==> config.mk <==
export PLATFORM = sky130hd
export DESIGN_NAME = sipo_frame_ctrl
export DESIGN_NICKNAME = d
export VERILOG_FILES = /design/src/rtl/sipo_pkg.sv /design/src/rtl/sipo_bit_timer.sv /design/src/rtl/sipo_frame_ctrl.sv
export SDC_FILE = /design/constraint.sdc
export NUM_CORES = 1
export LEC_CHECK = 0
export ABC_AREA = 1
export ABC_CLOCK_PERIOD_IN_PS = 1300
export CAP_MARGIN = 0
export CORE_UTILIZATION = 38
export DETAILED_ROUTE_END_ITERATION = 8
export PLACE_DENSITY = 0.66
export SLEW_MARGIN = 20
export SYNTH_ARGS = -nofsm -noshare
export SYNTH_HDL_FRONTEND = slang
export SYNTH_SLANG_ARGS = --single-unit
==> constraint.sdc <==
create_clock -name clk1 -period 1.3 [get_ports clk1]
set_input_delay 0.26 -clock clk1 [delete_from_list [all_inputs] [get_ports clk1]]
set_output_delay 0.26 -clock clk1 [all_outputs]
set_load 0.01 [all_outputs]
==> src/rtl/sipo_pkg.sv <==
// Shared types and helpers for the serial-in/parallel-out capture path.
// Holds FSM state encodings and a constant clog2.
package sipo_pkg;

  typedef enum logic [1:0] {
    ST_IDLE  = 2'd0,
    ST_START = 2'd1,
    ST_SHIFT = 2'd2,
    ST_STOP  = 2'd3
  } state_e;

  function automatic int clog2(input int v);
    int r;
    r = 0;
    while ((1 << r) < v) r++;
    return r;
  endfunction

endpackage

==> src/rtl/sipo_bit_timer.sv <==
// Bit-rate divider for the capture path.
// tick marks a full bit period, half marks mid-start-bit.
module sipo_bit_timer
  import sipo_pkg::*;
#(
  parameter int DIV   = 16,
  parameter int CNT_W = clog2(DIV)
) (
  input  logic clk1,
  input  logic rst,
  input  logic clr,
  input  logic run,
  output logic tick,
  output logic half
);

  logic [CNT_W-1:0] cnt_q;
  logic [CNT_W-1:0] cnt_d;

  assign tick = (cnt_q == CNT_W'(DIV - 1));
  assign half = (cnt_q == CNT_W'(DIV / 2 - 1));

  always_comb begin
    cnt_d = cnt_q;
    if (clr) begin
      cnt_d = '0;
    end else if (run) begin
      cnt_d = tick ? '0 : cnt_q + 1'b1;
    end
  end

  always_ff @(posedge clk1) begin
    if (rst) cnt_q <= '0;
    else     cnt_q <= cnt_d;
  end

endmodule

==> src/rtl/sipo_frame_ctrl.sv <==
// Serial frame capture controller: start detect, mid-bit sampling,
// MSB-first shift, stop check and valid/ready delivery.
module sipo_frame_ctrl
  import sipo_pkg::*;
#(
  parameter int WIDTH = 4,
  parameter int DIV   = 16,
  parameter int CNT_W = clog2(DIV)
) (
  input  logic             clk1,
  input  logic             rst,
  input  logic             si,
  input  logic             en,
  output logic [WIDTH-1:0] po,
  output logic             po_valid,
  input  logic             po_ready,
  output logic             busy,
  output logic             frame_err,
  output logic             overrun,
  input  logic             clr_err
);

  localparam int BC_W = clog2(WIDTH + 1);

  state_e           state_q, state_d;
  logic [WIDTH-1:0] shreg_q, shreg_d;
  logic [BC_W-1:0]  bitcnt_q, bitcnt_d;
  logic [WIDTH-1:0] po_q, po_d;
  logic             po_valid_q, po_valid_d;
  logic             frame_err_q, frame_err_d;
  logic             overrun_q, overrun_d;
  logic             prev_si_q, prev_si_d;

  logic tmr_clr;
  logic tmr_run;
  logic tick;
  logic half;
  logic deliver;
  logic ovr_set;

  sipo_bit_timer #(
    .DIV   (DIV),
    .CNT_W (CNT_W)
  ) u_timer (
    .clk1 (clk1),
    .rst  (rst),
    .clr  (tmr_clr),
    .run  (tmr_run),
    .tick (tick),
    .half (half)
  );

  always_comb begin
    state_d     = state_q;
    shreg_d     = shreg_q;
    bitcnt_d    = bitcnt_q;
    frame_err_d = 1'b0;
    prev_si_d   = si;
    tmr_clr     = 1'b0;
    tmr_run     = (state_q != ST_IDLE);
    deliver     = 1'b0;

    unique case (state_q)
      ST_IDLE: begin
        tmr_clr = 1'b1;
        if (en && prev_si_q && !si) state_d = ST_START;
      end
      ST_START: begin
        if (half) begin
          tmr_clr = 1'b1;
          if (si) begin
            state_d = ST_IDLE;
          end else begin
            state_d  = ST_SHIFT;
            bitcnt_d = '0;
          end
        end
      end
      ST_SHIFT: begin
        if (tick) begin
          shreg_d  = {shreg_q[WIDTH-2:0], si};
          bitcnt_d = bitcnt_q + 1'b1;
          if (bitcnt_q == BC_W'(WIDTH - 1)) state_d = ST_STOP;
        end
      end
      ST_STOP: begin
        if (tick) begin
          state_d = ST_IDLE;
          if (si) deliver     = 1'b1;
          else    frame_err_d = 1'b1;
        end
      end
      default: state_d = ST_IDLE;
    endcase
  end

  // A new word may replace the held one only if it leaves this cycle.
  always_comb begin
    po_d       = po_q;
    po_valid_d = po_valid_q;
    ovr_set    = 1'b0;
    if (deliver) begin
      if (!po_valid_q || po_ready) begin
        po_d       = shreg_q;
        po_valid_d = 1'b1;
      end else begin
        ovr_set = 1'b1;
      end
    end else if (po_valid_q && po_ready) begin
      po_valid_d = 1'b0;
    end
    overrun_d = overrun_q;
    if (ovr_set)      overrun_d = 1'b1;
    else if (clr_err) overrun_d = 1'b0;
  end

  always_ff @(posedge clk1) begin
    if (rst) begin
      state_q     <= ST_IDLE;
      shreg_q     <= '0;
      bitcnt_q    <= '0;
      po_q        <= '0;
      po_valid_q  <= 1'b0;
      frame_err_q <= 1'b0;
      overrun_q   <= 1'b0;
      prev_si_q   <= 1'b1;
    end else begin
      state_q     <= state_d;
      shreg_q     <= shreg_d;
      bitcnt_q    <= bitcnt_d;
      po_q        <= po_d;
      po_valid_q  <= po_valid_d;
      frame_err_q <= frame_err_d;
      overrun_q   <= overrun_d;
      prev_si_q   <= prev_si_d;
    end
  end

  assign po        = po_q;
  assign po_valid  = po_valid_q;
  assign frame_err = frame_err_q;
  assign overrun   = overrun_q;
  assign busy      = (state_q != ST_IDLE);

endmodule
==> impl_metrics.env <==
export IMPL_status="completed"
export IMPL_htree_levels=1
export IMPL_area_delta_synth_final_pct=46.8
export IMPL_holdPathStages=2
export IMPL_tightest_slew_ps=242
export IMPL_dr_pass1_iters=4
export IMPL_powerDensity_nw_per_um2=1140
export IMPL_nNetsFinal=168
export IMPL_yosys_warnings=0
export IMPL_p_sw_share_pct=32.9
export IMPL_relSlewSlack_pct=83.8
export IMPL_hold_violations=0
export IMPL_path_class="register to register"
export IMPL_ys_seq_area_share_pct=45.8
export IMPL_skew_ps=3.17
export IMPL_clock_sinks=21
export IMPL_cts_tree="done"
export IMPL_core_area_sq_um=2230
export IMPL_clk_path_buf_depth=2
export IMPL_fp_dieArea_sq_um=2610
export IMPL_layout_commonest_cell="nand2_1"
export IMPL_start_util_pct=41.1
export IMPL_critPathCaptureType="register"
export IMPL_peakVddDrop_mv=0.763
export IMPL_cap_violations=0
export IMPL_regToRegEndpoint="bitcnt_q[1]$_SDFFE_PP0P_"
export IMPL_min_to="po[1]$_SDFFE_PP0P_"
export IMPL_totalWireLength_mm=2.07
export IMPL_switchingPower_uw=505
export IMPL_clock_fmax_mhz=770
export IMPL_synth_cell_types=21
export IMPL_drc=0
export IMPL_cts_root_buf="clkbuf_4"
export IMPL_syn_num_nets=131
export IMPL_rr_worst_depth=8
export IMPL_gp_congestion=0.852
export IMPL_p_comb_share_pct=33.2
export IMPL_slew_viol_final=0
export IMPL_ant_nets=0
export IMPL_post_drt_wl_per_cell_microns=11.1
export IMPL_antenna_found_initial=0
export IMPL_worstSkewPairLatency_ps=310
export IMPL_synth_seq_cells=21
export IMPL_diodes=0
export IMPL_grt_pass1_vias=719
export IMPL_drtIter0Drc=10
export IMPL_grt_max_degree=13
export IMPL_period_share_pct=99.9
export IMPL_netlist_area_sq_um=917
export IMPL_arrival_ps=1550
export IMPL_std_cell_rows=17
export IMPL_worstHoldStart="po[1]$_SDFFE_PP0P_"
export IMPL_hpwl_mm=1.44
export IMPL_leakagePower_uw=0.000583
export IMPL_cell_internal_pwr_uw=1030
export IMPL_seqPwrFrac_pct=46.1
export IMPL_grt_overflow=0
export IMPL_final_cells=186
export IMPL_avgSynthCellArea_sq_um=7.52
export IMPL_layout_common_cells="21 x nand2_1, 20 x buf_4, 15 x dfxtp_1"
export IMPL_min_path_type="register to register"
export IMPL_r2r_start="state_q[0]$_SDFFE_PP0P_"
export IMPL_dp_cells=180
export IMPL_die_h_microns=51.1
export IMPL_syn_inst=122
export IMPL_fin_crit_ps=1300
export IMPL_grt_pass1_wl_mm=3.14
export IMPL_r2r_slack_ps=2
export IMPL_finalPower_uw=1530
export IMPL_ctsHoldBuffers=0
export IMPL_via_count=921
export IMPL_start_kind="register"
export IMPL_viasPerCell=4.95
export IMPL_rsz0062_at_grt="true"
export IMPL_clkPwrFrac_pct=20.6
export IMPL_setup_viol=0
export IMPL_io_buffers=13
export IMPL_drive_above_1_share_pct=37.3
export IMPL_track_usage_pct=16.4
export IMPL_numCtsBuffers=3
export IMPL_die_w_microns=51.1
export IMPL_ioPinCount=14
export IMPL_crit_fanout=5
export IMPL_cts_clk_slew_worst_paths_ps=120
export IMPL_cp_required_ps=1550
-- synthesized netlist by cell type --
library cell,n,share of area [%]
nand3_1,9,4.9
nand2_1,28,11
a21oi_1,10,5.5
nand3_4,1,1.9
nor2_4,2,2.5
nor2_2,1,0.68
buf_2,1,0.55
a21oi_2,1,0.96
o21ai_0,5,2.7
ha_1,3,4.1
o211ai_1,1,0.82
nand4_1,1,0.68
nor2_1,15,6.1
nor3_1,4,2.2
a41oi_1,1,0.96
inv_1,10,4.1
or2_1,1,0.68
inv_2,3,1.2
nand2_2,2,1.4
clkinv_1,2,0.82
dfxtp_1,21,46
-- metrics by stage --
stage	utilization [%]	area, sq um	setup TNS (ps)	setup slack [ps]	hold WS [ps]
floorplan	-	917	0	4.87	423
global placement	54.3	1210	-559	-106	452
detailed placement	54.3	1210	-721	-135	455
CTS	56.2	1250	-11.2	-11.2	471
global route	60.3	1350	-648	-96.2	494
finish	60.3	1350	0	1.55	467
-- power by group through the flow --
stage | registers (uW) | clock network [uW] | logic, uW
2_1_floorplan | 714 | 0 | 199
3_3_place_gp | 700 | 0 | 423
3_5_place_dp | 702 | 0 | 431
4_1_cts | 700 | 328 | 434
5_1_grt | 712 | 359 | 546
6_report | 708 | 317 | 510
-- worst max-delay path, cell delays in order, from the launching register on --
cell and delay [ps]:
dfxtp_2 370, buf_4 150, inv_1 70, nor2_2 160, nand2_2 90, buf_4 130
nand3_1 90, nand2_1 70, a21oi_2 100
-- worst max path at each step --
stage	startpoint	endpoint	slack (ps)	depth (start not counted)
after floorplan	u_timer.cnt_q[0]$_SDFFE_PP0N_	register	5	10
after global placement	si	register	-110	9
after detailed placement	si	register	-130	9
after CTS	state_q[0]$_SDFFE_PP0P_	busy	-10	3
after global routing	u_timer.cnt_q[0]$_SDFFE_PP0N_	po[1]$_SDFFE_PP0P_	-100	8
final	state_q[0]$_SDFFE_PP0P_	bitcnt_q[1]$_SDFFE_PP0P_	2	8
-- routing by layer --
metal | part of all wire, % | global-route usage [%]
met1 | 45 | 21.5
met4 | 1.6 | 8.33
met2 | 51 | 24.6
met3 | 2.9 | 4.46
met5 | 0 | 0
-- registers in the layout, indices dropped and copies added (netlist names), named ones only --
signal,count
prev_si_q,1
shreg_q,4
frame_err,1
overrun,1
u_timer.cnt_q,4
po,4
po_valid,1
state_q,1
bitcnt_q,3
-- area by class of cell --
class                   instances  area (sq um)
fillers                       207           887
multi-input cells              85           531
flip-flops and latches         21           428
repair buffers                 33           267
inverters                      15          58.8
well taps                      28          35.0
clock buffers                   3          22.5
clock inverters                 1          5.00
-- timing repair --
action	CTS	global route
buffers inserted	0	2
hold endpoints to repair	0	0
gates resized for setup	18	24
endpoints found under the setup margin	22	14
gates cloned	0	0
pin swaps	2	8
-- cells by family (layout without fill, tap and decap cells) --
logic type	Yosys count	in the layout	share of synthesized area [%]
and+or+nand+nor	64	64	32.5
DFF	21	21	45.8
AOI/OAI and AO/OA	18	18	10.9
buffers and inverters	16	52	6.68
adders and majority gates	3	3	4.09
No activity file was read; power rests on OpenSTA's default activity.
